## src/rtl/ro_sched_mux.sv

```systemverilog
// ro_sched_mux: gray-scheduled time-division readout mux for N_CH channel cores.
// Captures rising event edges with polarity, buffers one per channel, and
// serialises them in gray-counter slots so channel k runs at its octave rate.
//
// Parameters:
//   N_CH  number of channels (2..16)
//   CH_W  channel index width, $clog2(N_CH) with a minimum of 1
// Ports:
//   clk_master       master clock, rising edge
//   reset            asynchronous active-high reset
//   en               advance the slot schedule
//   in_eve           per-channel event level from the cores
//   in_pol_eve       per-channel polarity, sampled with in_eve
//   ovf_clr          clear all overflow flags
//   gray             registered gray code of the slot counter
//   out_mux_eve      event present in the current slot
//   out_mux_pol_eve  polarity of that event, 0 when none
//   out_ch           channel serviced in the current slot
//   out_frame        last slot of each 2^N_CH-cycle frame
//   ovf              sticky per-channel overflow flags
//
// Configuration macro RO_SYNC_EN: when defined, every in_eve/in_pol_eve bit
// passes a two-flop synchroniser (D=2); otherwise a single sample flop (D=1)
// and inputs must be synchronous to clk_master.

module ro_sched_mux #(
    parameter int N_CH = 8,
    parameter int CH_W = ($clog2(N_CH) < 1) ? 1 : $clog2(N_CH)
) (
    input  logic            clk_master,
    input  logic            reset,
    input  logic            en,
    input  logic [N_CH-1:0] in_eve,
    input  logic [N_CH-1:0] in_pol_eve,
    input  logic            ovf_clr,
    output logic [N_CH-1:0] gray,
    output logic            out_mux_eve,
    output logic            out_mux_pol_eve,
    output logic [CH_W-1:0] out_ch,
    output logic            out_frame,
    output logic [N_CH-1:0] ovf
);

    logic [N_CH-1:0] r_cnt;
    logic [N_CH-1:0] r_gray;
    logic [N_CH-1:0] r_pend;
    logic [N_CH-1:0] r_pol;
    logic [N_CH-1:0] r_ovf;
    logic [N_CH-1:0] r_eve0;
    logic [N_CH-1:0] r_eve1;
    logic [N_CH-1:0] r_pol0;
    logic            r_out_eve;
    logic            r_out_pol;
    logic [CH_W-1:0] r_out_ch;
    logic            r_out_frame;

    logic [N_CH-1:0] w_cnt_inc;
    logic [CH_W-1:0] w_slot;
    logic [N_CH-1:0] w_clr;
    logic [N_CH-1:0] w_edge;
    logic [N_CH-1:0] w_pend_nxt;
    logic [N_CH-1:0] w_pol_ld;
    logic [N_CH-1:0] w_pol_nxt;
    logic [N_CH-1:0] w_ovf_set;
    logic [N_CH-1:0] w_ovf_nxt;

    // Input sample stages; r_eve0/r_pol0 are the last stage in both builds.
`ifdef RO_SYNC_EN
    logic [N_CH-1:0] r_eve_m;
    logic [N_CH-1:0] r_pol_m;

    always_ff @(posedge clk_master or posedge reset) begin
        if (reset) begin
            r_eve_m <= '0;
            r_pol_m <= '0;
            r_eve0  <= '0;
            r_pol0  <= '0;
        end else begin
            r_eve_m <= in_eve;
            r_pol_m <= in_pol_eve;
            r_eve0  <= r_eve_m;
            r_pol0  <= r_pol_m;
        end
    end
`else
    always_ff @(posedge clk_master or posedge reset) begin
        if (reset) begin
            r_eve0 <= '0;
            r_pol0 <= '0;
        end else begin
            r_eve0 <= in_eve;
            r_pol0 <= in_pol_eve;
        end
    end
`endif

    always_ff @(posedge clk_master or posedge reset) begin
        if (reset) begin
            r_eve1 <= '0;
        end else begin
            r_eve1 <= r_eve0;
        end
    end

    assign w_edge    = r_eve0 & ~r_eve1;
    assign w_cnt_inc = r_cnt + {{(N_CH-1){1'b0}}, 1'b1};

    // Lowest set bit of cnt+1 is the gray bit that toggles on this edge.
    // A wrap to zero, or any bit at or above N_CH-1, maps to the last channel.
    always_comb begin
        w_slot = CH_W'(N_CH-1);
        for (int k = N_CH-1; k >= 0; k--) begin
            if (w_cnt_inc[k]) begin
                w_slot = CH_W'(k);
            end
        end
    end

    always_comb begin
        w_clr = '0;
        if (en) begin
            w_clr[w_slot] = 1'b1;
        end
    end

    // A clear and a new edge on the same edge hand the old event to the
    // output and keep the new one pending, so neither is an overflow.
    assign w_pend_nxt = (r_pend & ~w_clr) | w_edge;
    assign w_pol_ld   = w_edge & (~r_pend | w_clr);
    assign w_pol_nxt  = (r_pol & ~w_pol_ld) | (r_pol0 & w_pol_ld);
    assign w_ovf_set  = w_edge & r_pend & ~w_clr;
    assign w_ovf_nxt  = (r_ovf & ~{N_CH{ovf_clr}}) | w_ovf_set;

    always_ff @(posedge clk_master or posedge reset) begin
        if (reset) begin
            r_pend <= '0;
            r_pol  <= '0;
            r_ovf  <= '0;
        end else begin
            r_pend <= w_pend_nxt;
            r_pol  <= w_pol_nxt;
            r_ovf  <= w_ovf_nxt;
        end
    end

    always_ff @(posedge clk_master or posedge reset) begin
        if (reset) begin
            r_cnt       <= '0;
            r_gray      <= '0;
            r_out_ch    <= '0;
            r_out_eve   <= 1'b0;
            r_out_pol   <= 1'b0;
            r_out_frame <= 1'b0;
        end else if (en) begin
            r_cnt       <= w_cnt_inc;
            r_gray      <= w_cnt_inc ^ (w_cnt_inc >> 1);
            r_out_ch    <= w_slot;
            r_out_eve   <= r_pend[w_slot];
            r_out_pol   <= r_pend[w_slot] & r_pol[w_slot];
            r_out_frame <= &r_cnt;
        end else begin
            r_out_eve   <= 1'b0;
            r_out_pol   <= 1'b0;
            r_out_frame <= 1'b0;
        end
    end

    assign gray            = r_gray;
    assign out_mux_eve     = r_out_eve;
    assign out_mux_pol_eve = r_out_pol;
    assign out_ch          = r_out_ch;
    assign out_frame       = r_out_frame;
    assign ovf             = r_ovf;

endmodule

```

## config.mk

```make
export PLATFORM = sky130hd
export DESIGN_NAME = ro_sched_mux
export DESIGN_NICKNAME = d
export VERILOG_FILES = /design/src/rtl/ro_sched_mux.sv
export SDC_FILE = /design/constraint.sdc
export NUM_CORES = 1
export LEC_CHECK = 0
export BUFFER_PORTS_ARGS = -buffer_cell sky130_fd_sc_hd__buf_2
export CAP_MARGIN = 10
export CORE_MARGIN = 4
export CORE_UTILIZATION = 35
export CTS_BUF_LIST = sky130_fd_sc_hd__clkbuf_16
export CTS_CLUSTER_SIZE = 12
export DETAILED_ROUTE_END_ITERATION = 6
export GPL_ROUTABILITY_DRIVEN = 0
export SYNTH_ARGS = -nofsm -noshare
export SYNTH_HDL_FRONTEND = slang
export SYNTH_SLANG_ARGS = --single-unit
```

## constraint.sdc

```tcl
create_clock -name clk_master -period 2.63 [get_ports clk_master]
set_clock_uncertainty 0.05 [all_clocks]
set_input_delay 0.263 -clock clk_master [delete_from_list [all_inputs] [get_ports clk_master]]
set_output_delay 0.263 -clock clk_master [all_outputs]
set_load 0.02 [all_outputs]
```

* After elaboration in Yosys (flattened, before gate mapping)
Cells that the tools add are included.
** Storage, ports and cells
- Output and inout port bits :: 22
- Register bits :: 70
- Word-level logic and storage cells :: 53
** Cells by class
- Add/subtract/negate cells :: 1
- Reductions and logical operators :: 2
- Bitwise operators :: 19
- $lt $le $gt $ge :: 2
- Multiplexer cells :: 17
** Operator list (number)
- bitwise AND 8 bit :: 8
- inverter 8 bit :: 5
- OR 8 bit :: 4
- two-way mux 3 bit :: 6
- adder 8 x 1 -> 8 bit (second input constant) :: 1
- two-way mux 8 bit :: 1
- AND reduction 8 bit :: 1
- XOR 8 x 7 -> 8 bit :: 1
- two-way mux 1 bit :: 7
- binary-select mux 1 bit (select 3 bit) :: 2
- less-than comparator 3 x 4 -> 1 bit (second input constant) :: 1
- demux 1 bit (select 3 bit) :: 1
- greater-or-equal comparator 3 x 1 -> 1 bit (second input constant) :: 1
- bitwise AND 1 bit :: 1
- logical AND 1 bit :: 1

* Depth between registers and ports, before layout
Gate-level depths: netlist of the first run.
- Depth after elaboration :: 18
- Mapped depth :: 10

* Worst setup path before layout of the first run
OpenSTA, ideal clock, no wires.
- Path type :: register -> register
- From :: register r_cnt[1]
- To :: register r_out_pol (netlist: out_mux_pol_eve)
- Clock period less this slack :: 2540 ps
- Path buffers :: 2
- Slack :: 90 ps
- Library setup time :: 122 ps
- Stages on the path, launching flop included :: 11
- Data arrival time :: 2368 ps
- Cells stage by stage :: dfrtp_1 ha_1 buf_4 xnor2_1 nand2_1 and4bb_4 or2_1 buf_6 mux2_4 o2bb2a_2 o2111a_1
** Between the ends
- Longest elaborated chain between the ends :: 12
- Elaborated cells between the ends (all ways) :: 14
- Classes of those cells :: add/sub: 1; mux: 12; bitwise: 1
** RTL lines
- start: declaration :: RTL line 44 : logic [N_CH-1:0] r_cnt;
- start signal: assignment :: RTL line 155 : r_cnt <= w_cnt_inc;
- adder 8 x 1 -> 8 bit * :: RTL line 106 : assign w_cnt_inc = r_cnt + {{(N_CH-1){1'b0}}, 1'b1};
- two-way mux 1 bit :: RTL line 113 : if (w_cnt_inc[k]) begin
- two-way mux 3 bit (4 in series) :: RTL line 113
- two-way mux 3 bit * (2 in series) :: RTL line 113
- binary-select mux 1 bit (select 3 bit) :: RTL line 159 : r_out_pol <= r_pend[w_slot] & r_pol[w_slot];
- two-way mux 1 bit (not written as such) :: RTL line 159
- bitwise AND 1 bit * :: RTL line 159
- two-way mux 1 bit * :: RTL line 154 : end else if (en) begin
- end signal: assignment :: RTL line 159
- end: declaration :: RTL line 53 : logic r_out_pol;
Every way passes the cells marked *; elsewhere a longest branch is shown, timed or not. The select of a mux whose other input is x is not followed.
A chain may end at the register's enable or synchronous reset.

==> results of run 1 <==
==> worst min path at each step <==
stage / start / end / slack [ns] / cells after the start
3_3_place_gp: reset / r_eve0[4] / 0.31 / 3
4_1_cts: ovf_clr / ovf[6] / 0.25 / 2
5_1_grt: ovf_clr / ovf[7] / 0.26 / 2
2_1_floorplan: in_eve[0] / r_eve0[0] / 0.24 / 0
3_5_place_dp: reset / r_eve0[4] / 0.32 / 3
6_report: ovf_clr / ovf[6] / 0.25 / 2
==> logic make-up (layout without fill, tap and decap cells) <==
logic type / count (synthesis) / after routing / share of synthesized area
and+or+nand+nor: 71 / 71 / 0.127
AOI/OAI and AO/OA: 55 / 55 / 0.139
DFF: 69 / 69 / 0.573
buffers and inverters: 29 / 125 / 0.0453
adders and majority gates: 3 / 3 / 0.0125
xor gates and xnor gates: 16 / 16 / 0.0465
muxes: 14 / 14 / 0.0561
==> repair_timing <==
action                                  4_1_cts  5_1_grt
hold buffers                                 17        0
buffers inserted                              0        2
gates resized for setup                       0       10
hold endpoints to repair                     85        0
endpoints found under the setup margin        0        7
==> placed cells by master, fill, tap and decap left out, drive strengths merged, types with 7 or more instances in the layout <==
cell type and n:
nand2b 14, a21oi 9, o21ai 7, o31ai 7
clkbuf 9, mux2 14, dfrtp 69, nor2 12
nand3 9, nand2 18, dlygate4sd3 17, o22ai 9
buf 75, xnor2 15, inv 20
==> cell type report <==
| cell class | instances | area [um^2] |
|---|---|---|
| multi-input cells | 159 | 1190 |
| clock inverters | 7 | 67.6 |
| flip-flops and latches | 69 | 1730 |
| clock buffers | 9 | 225 |
| fillers | 747 | 4230 |
| repair buffers | 92 | 656 |
| well taps | 105 | 131 |
| inverters | 17 | 63.8 |
==> critical path, cell delays in order (launching register included) <==
cell	delay, ns
sky130_fd_sc_hd__dfrtp_2	0.46
sky130_fd_sc_hd__ha_4	0.18
sky130_fd_sc_hd__buf_4	0.14
sky130_fd_sc_hd__nand4_1	0.11
sky130_fd_sc_hd__nor3_1	0.06
sky130_fd_sc_hd__a211o_1	0.35
sky130_fd_sc_hd__o31a_1	0.40
sky130_fd_sc_hd__o31ai_2	0.25
sky130_fd_sc_hd__nand2b_1	0.11
sky130_fd_sc_hd__mux2_4	0.30
==> stage by stage <==
stage	total power [mW]	cell area, um^2	hold WS [ns]
floorplan	3.09	3010	0.244
global placement	3.93	3540	0.311
detailed placement	3.95	3540	0.316
CTS	5.17	4000	0.246
global route	5.61	4070	0.265
finish	5.23	4070	0.252
==> power by group <==
| part | internal (mW) | switching, mW |
|---|---|---|
| Clock | 0.729 | 0.436 |
| Combinational | 1.26 | 1.19 |
| Sequential | 1.36 | 0.253 |
==> metal layers <==
layer / vias to the layer above / GRT usage / routed length, um
li1: 1074 / - / -
met1: 1083 / 0.167 / 2850
met2: 41 / 0.227 / 3080
met3: 2 / 0.0457 / 239
met4: 0 / 0.0321 / 22
met5: - / 0 / 0
==> summary.md, run 1 <==
| Metric | Value |
|---|---|
| Minimum clock period after layout | 2.52 ns |
| Synthesized area per cell | 11.7 um^2 |
| Maximum number of pins on one net before global-route repair | 70 |
| Endpoint required time on the critical path | 2.79 ns |
| DR vias | 2200 |
| Slew HR | 0.731 |
| Endpoint kind of the worst setup timing path | flip-flop |
| Worst ir drop on vdd | roughly 0.6 mV |
| Top cells by area in the synthesized netlist | sky130_fd_sc_hd__dfrtp_1 57%, sky130_fd_sc_hd__xnor2_1 4.4%, sky130_fd_sc_hd__nand2b_1 2.9% |
| Maximum level of the CTS H-tree | 3 |
| Initial antenna violation count | 0 |
| Placeable Area | between 8000 and 9000 um^2 |
| Slew Viols, Final | 0 |
| Full die area | 10200 um^2 |
| Number of synthesis warnings | 0 |
| Setup slack after layout | 0.112 ns |
| Later-pin clock latency in the skew report | 0.32 ns |
| Starting utilization of the core area | 0.363 |
| Startpoint class of the critical path | flip-flop |
| Maximum fanout count along the critical path | 5 |
| CTS root buffer | sky130_fd_sc_hd__clkbuf_16 |
| Reg-to-reg slack, setup | 0.11 ns |
| Cell type with the highest aggregate area in the netlist | sky130_fd_sc_hd__dfrtp_1 |
| LEAKAGE | around 1.8 nW |
| Final WL | 6190 um |
| Clock-pin slew on the worst setup and hold paths | 0.06 ns |
| Area of the mapped netlist | 3010 um^2 |
| Utilization after layout | 0.490 |
| Remaining routing DRC violations | 0 |
| Num CTS Buffers | 9 |
| Total gr overflow | 0 |
| Row Count | 33 |
| Area share of the leading cell type in the synthesized netlist | 0.573 |
| DRT antenna net count | 0 |
| Start-to-end type of the worst setup path | reg -> reg |
| CP startpoint | r_cnt[1] |
| Cells after DPL | 423 |
| Worst slack, placed | 0.0743 ns |
| Result of the run | finished clean |
| Number of synthesized register bits | 69 |
| Synth unique cells | 50 |
| Number of search-and-repair iterations in the first detailed-routing pass | 4 |
| Starting DRT DRC Count | 121 |
| Portion of the clock cycle consumed by the worst path in the final layout | 0.958 |
| TritonCTS clock tree | done |
| Mapped Cells | 257 |
| GRT Util Overall | 0.135 |
| Share of synthesized registers carrying an async set or reset | 1.00 |
| Leading cell type by number of instances after synthesis | sky130_fd_sc_hd__dfrtp_1 |
| Class of the tightest hold or removal check | in -> reg |
| Filler-free cell count of the finished design | 458 |
| Setup repair after global routing missed its margin | yes |
| Most common flop cell mapped by yosys | sky130_fd_sc_hd__dfrtp_1 |
| Average wire per standard cell | approximately 14 um |
| Port bufs | 41 |
| Logic depth of the worst register-to-register path | 9 |
| Top cell types by occurrence after synthesis | 69 x sky130_fd_sc_hd__dfrtp_1, 18 x sky130_fd_sc_hd__nand2_1, 17 x sky130_fd_sc_hd__inv_1 |
| Count of flip-flops with a built-in enable after synthesis | 0 |
| Max Freq | 397 MHz |
| # nets final | around 370 |
| Via count of the first global-routing pass | around 2300 |
| Reg-to-Reg Start | r_cnt[1] |
| DP HPWL | 4300 um |
| Part of the Yosys area used for sequential elements | 0.573 |
| Critical path arrival | 2.68 ns |
| Transition time of the tightest slew-check pin | 0.403 ns |
| Setup TNS | 0 ns |
| Final setup violation count | 0 |
| Number of buffers between clock root and the deepest sink | 2 |
| Floorplan die width | 101 um |
| Power per unit of standard cell area | between 1000 and 1500 nW/um^2 |
| First-pass GRT wire length | 10800 um |
| Layout cell share with drive strength beyond 1 | 0.331 |
| Ant. Diodes | 0 |
| Area grow syn2layout | 35.0% |
| Hold Fails Final Rpt | 0 |
| Post-Syn Nets | 280 |
| Via density per instance | a little under 5 |
| Sink count of the clock tree | 69 |
| Max Cap Viol | 0 |
| Die height | just over 100 um |
| I/O pin cnt | 42 |
No activity file was read; power rests on OpenSTA's default activity.
==> run 2, diff against run 1 <==
--- a/config.mk
+++ b/config.mk
@@ -7,6 +7,7 @@
 export LEC_CHECK = 0
 export BUFFER_PORTS_ARGS = -buffer_cell sky130_fd_sc_hd__buf_2
 export CAP_MARGIN = 10
+export CORE_ASPECT_RATIO = 2
 export CORE_MARGIN = 4
 export CORE_UTILIZATION = 35
 export CTS_BUF_LIST = sky130_fd_sc_hd__clkbuf_16
==> summary.md, run 2 (synthesis gave the netlist of run 1 again) <==
| Metric | Value |
|---|---|
| Setup slack after layout | 0.137 ns |
| Max Cap Viol | 0 |
| Starting DRT DRC Count | 81 |
| Via count of the first global-routing pass | ~2300 |
| Final WL | 6670 um |
| Minimum clock period after layout | approximately 2.5 ns |
| Source of the worst hold timing path | ovf_clr |
| Ant. Diodes | 0 |
| Reg-to-reg slack, setup | approximately 0.14 ns |
| Row Count | 47 |
| Cell family with most CP delay | compound AO/OA/AOI/OAI gates |
| Hold Path Cell Cnt | 2 |
| Number of search-and-repair iterations in the first detailed-routing pass | 4 |
| Initial antenna violation count | 0 |
| Setup repair after global routing missed its margin | no |
| Sink count of the clock tree | 69 |
| Area grow syn2layout | 33.1% |
| GRT Util Overall | 0.145 |
| Floorplan die width | between 70 and 80 um |
| Power per unit of standard cell area | 1310 nW/um^2 |
| Result of the run | finished clean |
| Startpoint class of the critical path | flip-flop |
| Class of the tightest hold or removal check | in -> reg |
| Via density per instance | 5.02 |
| DR vias | 2228 |
| Num CTS Buffers | 9 |
| Later-pin clock latency in the skew report | 0.33 ns |
| Maximum level of the CTS H-tree | 3 |
| Final setup violation count | 0 |
| DP HPWL | about 5000 um |
| I/O pin cnt | 42 |
| List of cells traversed by the critical path | ha_2, nand3_1, buf_4, a211o_1, o31a_1, o31ai_2, nand2b_1, mux2_1 |
| Logic depth of the worst register-to-register path | 8 |
| Hold Fails Final Rpt | 0 |
| Maximum fanout count along the critical path | 6 |
| Slew HR | 0.728 |
| Portion of the clock cycle consumed by the worst path in the final layout | 0.948 |
| Start-to-end type of the worst setup path | reg -> reg |
| Die height | 139 um |
| Number of buffers between clock root and the deepest sink | 2 |
| Max Freq | 401 MHz |
| Port bufs | 41 |
| Clock-pin slew on the worst setup and hold paths | 0.05 ns |
| Highest cell delay on the worst timing path | between 0.4 and 0.5 ns |
| CP startpoint | r_cnt[0] |
| Full die area | 10200 um^2 |
| Worst slack, placed | -0.00875 ns |
| Filler instances | slightly below 800 |
| Total gr overflow | 0 |
| Transition time of the tightest slew-check pin | 0.408 ns |
| First-pass GRT wire length | 11200 um |
| Hold Path Sink | ovf[6] |
| Critical path arrival | 2.66 ns |
| Average wire per standard cell | 15.0 um |
| Maximum number of pins on one net before global-route repair | 70 |
| Top library cells by usage in the layout, fill and taps aside | 65 x sky130_fd_sc_hd__dfrtp_1, 41 x sky130_fd_sc_hd__buf_2, 27 x sky130_fd_sc_hd__buf_4 |
| Slowest stage cell on the critical path | sky130_fd_sc_hd__dfrtp_2 |
| Leading cell type in the layout, fill and taps excluded | sky130_fd_sc_hd__dfrtp_1 |
| Endpoint required time on the critical path | approximately 2.8 ns |
| CTS root buffer | sky130_fd_sc_hd__clkbuf_16 |
| Remaining routing DRC violations | 0 |
| Reg-to-Reg Start | r_cnt[0] |
| Worst path buffer plus inverter count | 1 |
| Endpoint kind of the worst setup timing path | flip-flop |
| Slew Viols, Final | 0 |
| TritonCTS clock tree | done |
| DRT antenna net count | 0 |
| Layout cell share with drive strength beyond 1 | 0.318 |
| Worst hold slack after final layout | 0.249 ns |
| # nets final | roughly 370 |
| Starting utilization of the core area | 0.361 |
| Worst ir drop on vdd | ~0.46 mV |
| LEAKAGE | 1.80 nW |
| Placeable Area | 8350 um^2 |
[run 2: per-layer routing]
layer / vias up / global-route usage / share of wire
li1: 1064 / - / -
met1: 1103 / 0.147 / 0.36
met2: 43 / 0.251 / 0.57
met3: 18 / 0.0348 / 0.036
met4: 0 / 0.0936 / 0.040
met5: - / 0 / 0
[run 2: how the worst max path moves through the flow]
stage / end / slack [ns] / cells after the start
after global placement: flip-flop / 0.04 / 8
final: flip-flop / 0.14 / 8
after floorplan: out_mux_pol_eve / 0.09 / 10
after global routing: flip-flop / 0.03 / 10
after CTS: flip-flop / 0.001 / 9
after detailed placement: flip-flop / -0.009 / 8
[run 2: what timing repair did]
item / in CTS / in global routing
pin swaps: 0 / 0
hold buffers: 17 / 0
hold endpoints to repair: 85 / 0
buffers inserted: 0 / 1
resized for setup: 1 / 11
setup endpoints to repair: 3 / 13
[run 2: layout make-up]
class                      count  area, um^2  area share
clock buffer                   9         225      0.0562
clock inverter                 6        78.8      0.0197
inverter                      17        63.8      0.0159
multi-input combinational    159        1190       0.296
sequential                    69        1730       0.432
tap                           98         123      0.0306
timing repair buffer          86         598       0.149
[run 2: where the power goes]
part	switching [mW]	internal, mW	total [mW]
logic	1.21	1.17	2.38
registers	0.267	1.36	1.63
clock network	0.418	0.813	1.23
total	1.90	3.35	5.24
[run 2: through the flow]
stage | TNS, ns | instance area [um^2] | total power, mW | instances | util
after floorplan | 0 | 3010 | 3.09 | 257 | -
after global placement | 0 | 3480 | 3.86 | 411 | 0.417
after detailed placement | -0.00875 | 3480 | 3.90 | 411 | 0.417
after CTS | 0 | 3960 | 5.17 | 443 | 0.474
after global routing | 0 | 4010 | 5.57 | 444 | 0.480
final | 0 | 4010 | 5.24 | 444 | 0.480
